[src/rtl/alu_pkg.sv]
// Shared definitions for the exception-tagged float MAC lane:
// exception codes, field widths and slice/pack helpers.
package alu_pkg;

    localparam int EXP_W  = 8;
    localparam int FRAC_W = 23;
    localparam int BIAS   = 127;
    localparam int FLT_W  = 2 + 1 + EXP_W + FRAC_W;   // {exc, sign, exp, frac}

    typedef enum logic [1:0] {
        EXC_ZERO   = 2'b00,
        EXC_NORMAL = 2'b01,
        EXC_INF    = 2'b10,
        EXC_NAN    = 2'b11
    } exc_e;

    function automatic logic [1:0] f_exc(input logic [FLT_W-1:0] v);
        return v[FLT_W-1 -: 2];
    endfunction

    function automatic logic f_sign(input logic [FLT_W-1:0] v);
        return v[EXP_W+FRAC_W];
    endfunction

    function automatic logic [EXP_W-1:0] f_exp(input logic [FLT_W-1:0] v);
        return v[FRAC_W +: EXP_W];
    endfunction

    function automatic logic [FRAC_W-1:0] f_frac(input logic [FLT_W-1:0] v);
        return v[FRAC_W-1:0];
    endfunction

    function automatic logic [FLT_W-1:0] f_pack(input logic [1:0]        exc,
                                                 input logic              sign,
                                                 input logic [EXP_W-1:0]  exp,
                                                 input logic [FRAC_W-1:0] frac);
        return {exc, sign, exp, frac};
    endfunction

endpackage

[src/rtl/alu_fp_add.sv]
// Combinational exception-tagged float adder, round-to-nearest-even,
// no subnormals. Special operands are resolved from the exc tag only.
module fp_add
    import alu_pkg::*;
(
    input  logic [FLT_W-1:0] a_i,
    input  logic [FLT_W-1:0] b_i,
    output logic [FLT_W-1:0] y_o
);

    logic                    a_big;
    logic                    s_big, s_sml;
    logic [EXP_W-1:0]        e_big, e_sml, d;
    logic [FRAC_W-1:0]       f_big, f_sml;
    logic [26:0]             m_big, m_sml_raw, m_sml, lost_mask;
    logic [27:0]             sum;
    logic [4:0]              lz;
    logic [26:0]             nrm;
    logic signed [9:0]       e_nrm, e_out;
    logic                    rnd_up;
    logic [24:0]             m_rnd;
    logic [FRAC_W-1:0]       f_out;
    logic [FLT_W-1:0]        y_norm;

    // Normal + normal datapath: align with G/R/S, add/sub, normalise, round.
    always_comb begin
        // Order operands by magnitude so the difference is never negative
        a_big = {f_exp(a_i), f_frac(a_i)} >= {f_exp(b_i), f_frac(b_i)};
        s_big = a_big ? f_sign(a_i) : f_sign(b_i);
        s_sml = a_big ? f_sign(b_i) : f_sign(a_i);
        e_big = a_big ? f_exp(a_i)  : f_exp(b_i);
        e_sml = a_big ? f_exp(b_i)  : f_exp(a_i);
        f_big = a_big ? f_frac(a_i) : f_frac(b_i);
        f_sml = a_big ? f_frac(b_i) : f_frac(a_i);
        d     = e_big - e_sml;

        // 24-bit mantissa plus guard, round, sticky
        m_big     = {1'b1, f_big, 3'b000};
        m_sml_raw = {1'b1, f_sml, 3'b000};
        lost_mask = '0;
        if (d >= 8'd27) begin
            // Everything shifted out; only the hidden one survives as sticky
            m_sml = 27'd1;
        end else begin
            lost_mask = ~({27{1'b1}} << d);
            m_sml     = m_sml_raw >> d;
            m_sml[0]  = m_sml[0] | (|(m_sml_raw & lost_mask));
        end

        if (s_big == s_sml) sum = {1'b0, m_big} + {1'b0, m_sml};
        else                sum = {1'b0, m_big} - {1'b0, m_sml};

        // Leading-zero count over the 27-bit magnitude (highest set bit wins)
        lz = 5'd27;
        for (int i = 0; i < 27; i++) begin
            if (sum[i]) lz = 5'(26 - i);
        end

        if (sum[27]) begin
            nrm   = {sum[27:2], sum[1] | sum[0]};
            e_nrm = $signed({2'b00, e_big}) + 10'sd1;
        end else begin
            nrm   = sum[26:0] << lz;
            e_nrm = $signed({2'b00, e_big}) - $signed({5'b00000, lz});
        end

        rnd_up = nrm[2] & (nrm[1] | nrm[0] | nrm[3]);
        m_rnd  = {1'b0, nrm[26:3]} + 25'(rnd_up);
        if (m_rnd[24]) begin
            f_out = m_rnd[23:1];
            e_out = e_nrm + 10'sd1;
        end else begin
            f_out = m_rnd[22:0];
            e_out = e_nrm;
        end

        if (sum == '0)
            y_norm = f_pack(EXC_ZERO, 1'b0, '0, '0);
        else if (e_out >= 10'sd255)
            y_norm = f_pack(EXC_INF, s_big, '0, '0);
        else if (e_out <= 10'sd0)
            y_norm = f_pack(EXC_ZERO, 1'b0, '0, '0);
        else
            y_norm = f_pack(EXC_NORMAL, s_big, e_out[EXP_W-1:0], f_out);
    end

    // Special-operand resolution; falls through to the normal datapath.
    always_comb begin
        y_o = y_norm;
        if (f_exc(a_i) == EXC_NAN || f_exc(b_i) == EXC_NAN)
            y_o = f_pack(EXC_NAN, 1'b0, '0, '0);
        else if (f_exc(a_i) == EXC_INF && f_exc(b_i) == EXC_INF)
            y_o = (f_sign(a_i) != f_sign(b_i)) ? f_pack(EXC_NAN, 1'b0, '0, '0)
                                               : f_pack(EXC_INF, f_sign(a_i), '0, '0);
        else if (f_exc(a_i) == EXC_INF)
            y_o = f_pack(EXC_INF, f_sign(a_i), '0, '0);
        else if (f_exc(b_i) == EXC_INF)
            y_o = f_pack(EXC_INF, f_sign(b_i), '0, '0);
        else if (f_exc(a_i) == EXC_ZERO && f_exc(b_i) == EXC_ZERO)
            y_o = f_pack(EXC_ZERO, 1'b0, '0, '0);
        else if (f_exc(a_i) == EXC_ZERO)
            y_o = b_i;
        else if (f_exc(b_i) == EXC_ZERO)
            y_o = a_i;
    end

endmodule

[src/rtl/alu.sv]
// Single-cycle float multiply-accumulate lane: p = x*w, then either
// acc + p or a restart with p, registered into ACC_RESULT.
module alu
    import alu_pkg::*;
#(
    parameter int BIT_WIDTH  = 32,
    parameter int EXTRA_BITS = 2
) (
    input  logic                            CLK,
    input  logic                            RESET,
    input  logic [BIT_WIDTH+EXTRA_BITS-1:0] WEIGHT_SCALER,
    input  logic [BIT_WIDTH+EXTRA_BITS-1:0] INPUT_SCALER,
    input  logic                            ACC_EN,
    output logic [BIT_WIDTH+EXTRA_BITS-1:0] ACC_RESULT
);

    logic [FLT_W-1:0]  acc_q, acc_d;
    logic [FLT_W-1:0]  prod, sum;
    logic [47:0]       mant_prod;
    logic [23:0]       m_pre;
    logic              g, st, rnd_up;
    logic [24:0]       m_rnd;
    logic [FRAC_W-1:0] f_out;
    logic signed [9:0] e_pre, e_out;
    logic [FLT_W-1:0]  p_norm;
    logic [1:0]        xe, we;
    logic              p_sign;

    assign xe     = f_exc(INPUT_SCALER);
    assign we     = f_exc(WEIGHT_SCALER);
    assign p_sign = f_sign(INPUT_SCALER) ^ f_sign(WEIGHT_SCALER);

    // Normal x normal product: 24x24 mantissa multiply, 1-bit normalise, RNE.
    always_comb begin
        mant_prod = {24'b0, 1'b1, f_frac(INPUT_SCALER)} * {24'b0, 1'b1, f_frac(WEIGHT_SCALER)};
        e_pre     = $signed({2'b00, f_exp(INPUT_SCALER)}) + $signed({2'b00, f_exp(WEIGHT_SCALER)})
                    - $signed(10'(BIAS));
        if (mant_prod[47]) begin
            m_pre = mant_prod[47:24];
            g     = mant_prod[23];
            st    = |mant_prod[22:0];
            e_pre = e_pre + 10'sd1;
        end else begin
            m_pre = mant_prod[46:23];
            g     = mant_prod[22];
            st    = |mant_prod[21:0];
        end
        rnd_up = g & (st | m_pre[0]);
        m_rnd  = {1'b0, m_pre} + 25'(rnd_up);
        if (m_rnd[24]) begin
            f_out = m_rnd[23:1];
            e_out = e_pre + 10'sd1;
        end else begin
            f_out = m_rnd[22:0];
            e_out = e_pre;
        end

        if (e_out >= 10'sd255)
            p_norm = f_pack(EXC_INF, p_sign, '0, '0);
        else if (e_out <= 10'sd0)
            p_norm = f_pack(EXC_ZERO, 1'b0, '0, '0);
        else
            p_norm = f_pack(EXC_NORMAL, p_sign, e_out[EXP_W-1:0], f_out);
    end

    // Product exception resolution from the exc tags.
    always_comb begin
        prod = p_norm;
        if (xe == EXC_NAN || we == EXC_NAN)
            prod = f_pack(EXC_NAN, 1'b0, '0, '0);
        else if ((xe == EXC_INF && we == EXC_ZERO) || (xe == EXC_ZERO && we == EXC_INF))
            prod = f_pack(EXC_NAN, 1'b0, '0, '0);
        else if (xe == EXC_INF || we == EXC_INF)
            prod = f_pack(EXC_INF, p_sign, '0, '0);
        else if (xe == EXC_ZERO || we == EXC_ZERO)
            prod = f_pack(EXC_ZERO, 1'b0, '0, '0);
    end

    fp_add u_add (
        .a_i (acc_q),
        .b_i (prod),
        .y_o (sum)
    );

    // Next accumulator value: keep summing or restart with the product.
    always_comb begin
        acc_d = ACC_EN ? sum : prod;
    end

    // Accumulator register; reset clears to +0 without waiting for a clock.
    always_ff @(posedge CLK or posedge RESET) begin
        if (RESET) acc_q <= '0;
        else       acc_q <= acc_d;
    end

    assign ACC_RESULT = acc_q;

endmodule

[config.mk]
export PLATFORM = sky130hd
export DESIGN_NAME = alu
export DESIGN_NICKNAME = d
export VERILOG_FILES = /design/src/rtl/alu_pkg.sv /design/src/rtl/alu_fp_add.sv /design/src/rtl/alu.sv
export SDC_FILE = /design/constraint.sdc
export NUM_CORES = 2
export LEC_CHECK = 0
export ABC_CLOCK_PERIOD_IN_PS = 15200
export BUFFER_PORTS_ARGS = -buffer_cell sky130_fd_sc_hd__buf_2
export CAP_MARGIN = 20
export CORE_MARGIN = 1
export CORE_UTILIZATION = 50
export CTS_CLUSTER_DIAMETER = 30
export DETAILED_ROUTE_END_ITERATION = 6
export GPL_TIMING_DRIVEN = 0
export PLACE_DENSITY = 0.71
export SYNTH_ARGS = -nofsm -noshare
export SYNTH_HDL_FRONTEND = slang
export SYNTH_HIERARCHICAL = 1
export SYNTH_SLANG_ARGS = --single-unit
export TNS_END_PERCENT = 20
[constraint.sdc]
create_clock -name CLK -period 15.2 [get_ports CLK]
set_input_delay 1.52 -clock CLK [delete_from_list [all_inputs] [get_ports CLK]]
set_output_delay 1.52 -clock CLK [all_outputs]
set_load 0.03 [all_outputs]
### Word level (Yosys, flattened, before mapping)

Cells that the tools add are included.

* flip-flop bits (word level): 34
* bits of input ports: 71
* output and inout bits: 34
* logic and storage cells: 129

* $add $sub $neg: 12
* $mul: 1
* magnitude comparators: 6
* eq/ne operators: 14
* shift-type cells: 3
* muxes and demuxes: 63
* bitwise operators: 10
* reductions and logical operators: 18

Operators with widths (number)
* 2-to-1 mux 34 bit: 15
* 2-to-1 mux 33 bit: 3
* 2-to-1 mux 23 bit: 4
* 2-to-1 mux 5 bit: 16
* 2-to-1 mux 27 bit: 2
* adder 24 x 1 -> 25 bit: 2
* multiplier 24 x 24 -> 48 bit: 1
* 2-to-1 mux 10 bit: 4
* 2-to-1 mux 4 bit: 8
* >= comparator 31 bit: 1
* adder 10 x 2 -> 10 bit (second input constant): 3
* adder 27 x 27 -> 28 bit: 1
* logical NOT 28 bit: 1
* 2-to-1 mux 28 bit: 1
* subtractor 27 x 27 -> 28 bit: 1
* AND 27 bit: 1
* inverter 27 bit: 1
* OR reduction 27 bit: 1
* << shifter 27 x 5 -> 27 bit: 1
* << shifter 27 x 8 -> 27 bit (first input constant): 1
* right shift 27 x 8 -> 27 bit: 1
* 2-to-1 mux 24 bit: 1
* OR reduction 23 bit: 1
* OR reduction 22 bit: 1
* 24 further kinds: 55

### Logic depth before layout (Yosys ltp)

* depth in word-level cells: 71
* mapped depth: 118
* mapped depth without buffers: 99

### By module

Netlist, hierarchy kept.

Modules (own cells, without submodules)
* alu: instances 1, cells an instance 2841, area each 23777.8 µm², seq. area each 850.8 µm²
* fp_add: instances 1, cells an instance 1972, area each 12657.1 µm², seq. area each 0.0 µm²

### Worst setup path after synthesis

Ideal clock, no wire load.

* kind: in2reg
* start: input WEIGHT_SCALER[12]
* end: register acc_q[13] (netlist: ACC_RESULT[13])
* library setup time: 104 ps
* arrival: 23775 ps
* required time: 15096 ps
* setup slack: -8678 ps
* stages: 110
* buffers on the path: 24
* cells stage by stage: clkbuf_1 clkbuf_1 nand2_1 fa_1 inv_1 fa_1 inv_1 fa_1 inv_1 fa_1 fa_1 fa_1 inv_1 fa_1 inv_1 ha_1 buf_2 nand2_1 [... 74 more ...] ha_1 nor2b_1 o21ai_0 nand2b_1 a21o_1 a211oi_1 nor2_1 xnor2_1 nand2b_1 nor2_1 and4_1 xnor2_1 a311oi_4 buf_4 nand4_1 a221oi_2 nand2_1 o41ai_2

* longest elaborated chain between the ends: 71
* elaborated cells on any way between the ends: 102
* classes of those cells: 9 x add/sub; 1 x mul; 6 x order compare; 4 x eq/ne; 3 x shift; 62 x mux; 9 x bitwise; 8 x reduce/logical

Ends and longest elaborated chain
* start: declaration: line alu.sv:11 `input logic [BIT_WIDTH+EXTRA_BITS-1:0] WEIGHT_SCALER,`
* multiplier 24 x 24 -> 48 bit (*): line alu.sv:35 `mant_prod = {24'b0, 1'b1, f_frac(INPUT_SCALER)} * {24'b0, 1'b1, f_frac(WEIGHT_SCALER)};`
* OR reduction 23 bit / OR reduction 22 bit (equally long branches): line alu.sv:41, alu.sv:46
* 2-to-1 mux 1 bit: line alu.sv:38 `if (mant_prod[47]) begin`
* OR 1 bit: line alu.sv:48 `rnd_up = g & (st | m_pre[0]);`
* AND 1 bit: line alu.sv:48
* adder 24 x 1 -> 25 bit: line alu.sv:49 `m_rnd = {1'b0, m_pre} + 25'(rnd_up);`
* 2-to-1 mux 10 bit (*): line alu.sv:50 `if (m_rnd[24]) begin`
* <= comparator 10 x 1 -> 1 bit: line alu.sv:60 `else if (e_out <= 10'sd0)`
* [... 6 more ...]
* named net prod[27]: line alu.sv:18 `logic [FLT_W-1:0] prod, sum;`
* [... 51 more ...]
* 2-to-1 mux 34 bit (*): line alu_fp_add.sv:99 `else if (f_exc(a_i) == EXC_ZERO && f_exc(b_i) == EXC_ZERO)`
* 2-to-1 mux 34 bit (*): line alu_fp_add.sv:97 `else if (f_exc(b_i) == EXC_INF)`
* 2-to-1 mux 34 bit (*): line alu_fp_add.sv:95 `else if (f_exc(a_i) == EXC_INF)`
* 2-to-1 mux 34 bit (*): line alu_fp_add.sv:92 `else if (f_exc(a_i) == EXC_INF && f_exc(b_i) == EXC_INF)`
* 2-to-1 mux 34 bit (*): line alu_fp_add.sv:90 `if (f_exc(a_i) == EXC_NAN || f_exc(b_i) == EXC_NAN)`
* named net sum[13]: line alu.sv:18
* 2-to-1 mux 34 bit (*): line alu.sv:87 `acc_d = ACC_EN ? sum : prod;`
* named net acc_d[13]: line alu.sv:17 `logic [FLT_W-1:0] acc_q, acc_d;`
* end signal: assignment: line alu.sv:92 `if (RESET) acc_q <= '0;`
* end signal: assignment: line alu.sv:93 `else acc_q <= acc_d;`
* end: declaration: line alu.sv:17

Mark *: on every way through the listed nets, which the timed path passes. The rest lies on a longest branch. The select of a mux whose other input is x is not followed.
A chain may end at the register's enable or synchronous reset.

### Worst setup path in the final report

* start: input WEIGHT_SCALER[7]
* end: register acc_q[10] (netlist: ACC_RESULT[10])

* longest elaborated chain between the ends: 71
* elaborated cells on any way between the ends: 102
* classes of those cells: 9 x add/sub; 1 x mul; 6 x order compare; 4 x eq/ne; 3 x shift; 62 x mux; 9 x bitwise; 8 x reduce/logical

Ends and longest elaborated chain (line)
* multiplier 24 x 24 -> 48 bit (*): alu.sv:35
* OR reduction 23 bit / OR reduction 22 bit (equally long branches): alu.sv:41, alu.sv:46
* 2-to-1 mux 1 bit: alu.sv:38
* OR 1 bit: alu.sv:48
* AND 1 bit: alu.sv:48
* adder 24 x 1 -> 25 bit: alu.sv:49
* 2-to-1 mux 10 bit: alu.sv:50
* <= comparator 10 x 1 -> 1 bit: alu.sv:60
* [... 6 more ...]
* named net prod[3]: alu.sv:18
* [... 51 more ...]
* 2-to-1 mux 34 bit (*): alu_fp_add.sv:99
* 2-to-1 mux 34 bit (*): alu_fp_add.sv:97
* 2-to-1 mux 34 bit (*): alu_fp_add.sv:95
* 2-to-1 mux 34 bit (*): alu_fp_add.sv:92
* 2-to-1 mux 34 bit (*): alu_fp_add.sv:90
* named net sum[10]: alu.sv:18
* 2-to-1 mux 34 bit (*): alu.sv:87
* named net acc_d[10]: alu.sv:17

Marks and branches as above.

==> impl_metrics.tcl <==
set metrics [dict create \
    cts_max_path_buffers 2 \
    cp_common_cell "buf_4" \
    grt_overflow_total 0 \
    dp_hpwl_mm 129 \
    grt_pass1_wl_mm 249 \
    ios 105 \
    min_path_type "flip-flop to flip-flop" \
    crit_path_end_kind "flip-flop" \
    final_net_count 6221 \
    core-area_um2 71900 \
    via_per_inst 6.46 \
    grt_pass1_vias 39600 \
    syn_nets 5648 \
    clkLatencyLatePin_ps 290 \
    netlist_area_um2 36400 \
    wl_per_cell_um 26.6 \
    tightest_slew_ps 1130 \
    cts_root_buffer "clkbuf_16" \
    max_freq_mhz 44.3 \
    drcViolationCount 3 \
    final_core_util 0.663 \
    cts_tree "yes" \
    vias 41000 \
    timing.reg2reg.setup_slack_ps 2330 \
    die_x_um 272 \
    gp_congestion 1.06 \
    setup_slack_ps -7360 \
    ys_seq_area_frac 0.0234 \
    cts.htree.levels 2 \
    fp.dieH_um 272 \
    syn_inst 4813 \
    synth_flop_cell "dfrtp_1" \
    syn_area_per_cell_um2 7.57 \
    fillers 6095 \
    hold_viol 0 \
    synth_seq_cells 34 \
    numCtsBuffers 5 \
    antenna_left 0 \
    cp_slowest_cell "fa_1" \
    synth.distinct_cells 136 \
    relSlewSlack 0.237 \
    crit_path_start_kind "input pin" \
    first_pass_iters 7 \
    cp_max_fo 10 \
    slew_viol_final 0 \
    worstSetupPathType "input pin to flip-flop" \
    largest_reg_flops 34 \
    antenna_found_initial 5 \
    rsz0062_at_grt "yes" \
    fin_crit_sh 1.48 \
    slowest_delay_ps 550 \
    grt_max_degree 20 \
    port_buffers 100 \
    hold_buffers 0 \
    cp_data_arrival_time_ps 22750 \
    cts_sinks 34 \
    die-area_um2 74000 \
    num_rows 98 \
    setup_viol_count_final 34 \
    ff_latch_area_um2 851 \
    grt_usage 0.444 \
    cp_data_required_time_ps 15390 \
    period_minus_slack_ps 22560 \
    maxCapViolations 0 \
    yosys_warnings 6 \
    first_iter_violations 5012 \
    synth-edff-count 0 \
    multiInputGateArea_um2 35000 \
    layout-area-overhead-vs-synth_pct 30.8 \
    skew_ps 5.69 \
    clk_pin_slew_ps 60 \
    wirelength_mm 169 \
    drive_gt1_frac 0.269 \
    start_util 0.507 \
    synthArstFlopShare 1.00 \
    failed_checks "design-rule violations, negative setup slack" \
    status "finished, violations left" \
]
[path summary, 6_finish.rpt]
kind,endpoint,start,cells after the start
worst min register to register,ACC_RESULT[31],ACC_RESULT[31],6
worst max register to register,ACC_RESULT[10],ACC_RESULT[26],65
worst max-delay path,ACC_RESULT[10],WEIGHT_SCALER[7],115
worst min-delay path,ACC_RESULT[31],ACC_RESULT[31],6
max in group asynchronous,ACC_RESULT[17],RESET,3
min in group asynchronous,ACC_RESULT[20],RESET,2
[area by class of cell]
cell class                      instances  share of cell area
Antenna cell                            5            0.000262
Multi-Input combinational cell       3835               0.733
Buffer                                269              0.0662
Tap cell                              950              0.0249
Clock inverter                          2            0.000262
Sequential cell                        34              0.0178
Timing Repair Buffer                  576               0.101
Clock buffer                            6             0.00291
Inverter                              665              0.0536
[metrics by stage]
stage          hold slack [ps]  instances  instance area, um^2  TNS (ps)  setup WS (ps)
2_1_floorplan              903       4813                38000   -182250          -5410
3_3_place_gp               832       5863                39700   -409940         -12230
3_5_place_dp               859       5864                39800   -404060         -12090
4_1_cts                    869       6250                46000   -229090          -6870
5_1_grt                    955       6337                47700   -260270          -7780
6_report                   864       6342                47700   -243940          -7360
[critical path: cells and delay by family]
family	cells	cell delay, ps
compound gates	32	7030
xor+xnor	1	190
fa+ha+maj	11	4350
buf+inv	47	5730
mux	1	310
simple gates	23	3640
[layout by cell type, fill, tap and decap left out, types with 28 or more instances in the layout]
master,instances
o31ai_1,34
mux2i_1,59
dfrtp_1,34
xnor2_1,84
fa_1,455
o211ai_1,65
clkbuf_16,53
nor2_4,34
a21oi_2,37
nand3_1,100
and2_4,35
a21o_1,33
nand4_1,65
ha_4,36
o21ai_1,32
xor2_1,37
inv_1,592
inv_2,51
nor3_1,70
and2_1,220
clkbuf_1,63
buf_4,442
buf_2,83
fa_2,30
nor2_1,276
or3_1,29
a211oi_1,39
o22ai_1,28
a21oi_1,222
buf_12,45
and3_1,38
o21ai_0,180
ha_1,236
nand2_1,580
buf_6,69
[Yosys cell counts (52+ instances only)]
cell | instances | area, um^2
buf_2 | 54 | 270
o21ai_0 | 215 | 1080
clkbuf_1 | 185 | 694
inv_1 | 657 | 2470
a21oi_1 | 271 | 1360
mux2i_1 | 68 | 681
xnor2_1 | 95 | 832
nand2_1 | 616 | 2310
nor3_1 | 93 | 465
ha_1 | 279 | 3490
nand3_1 | 112 | 561
fa_1 | 485 | 9710
a211oi_1 | 52 | 390
nand4_1 | 65 | 407
and2_1 | 256 | 1600
nor2_1 | 329 | 1230
o211ai_1 | 65 | 488
[cell families (layout without fill, tap and decap cells)]
group | count (synthesis) | in the layout | synth area share
simple gates | 1735 | 1735 | 0.236
compound gates | 1108 | 1108 | 0.215
buf+inv | 944 | 1518 | 0.102
fa+ha+maj | 764 | 764 | 0.362
xor+xnor | 137 | 137 | 0.0338
mux | 91 | 91 | 0.0281
flops | 34 | 34 | 0.0234
other cells | 0 | 5 | 0
[repair_timing]
| action | in CTS | in global routing |
|---|---|---|
| setup buffers | 376 | 88 |
| gates resized for setup | 642 | 273 |
| pin swaps | 233 | 151 |
| endpoints found under the setup margin | 34 | 34 |
| gates cloned | 9 | 2 |
[per-layer routing]
layer / GRT usage / part of all wire / up-vias
li1: - / - / 17600
met1: 0.602 / 0.40 / 20000
met2: 0.655 / 0.42 / 2765
met3: 0.149 / 0.14 / 605
met4: 0.160 / 0.047 / 2
met5: 0 / 0.00021 / -
Power is not shown: default switching activity piles up to over one toggle a cycle in this logic, so the estimate is an artifact.
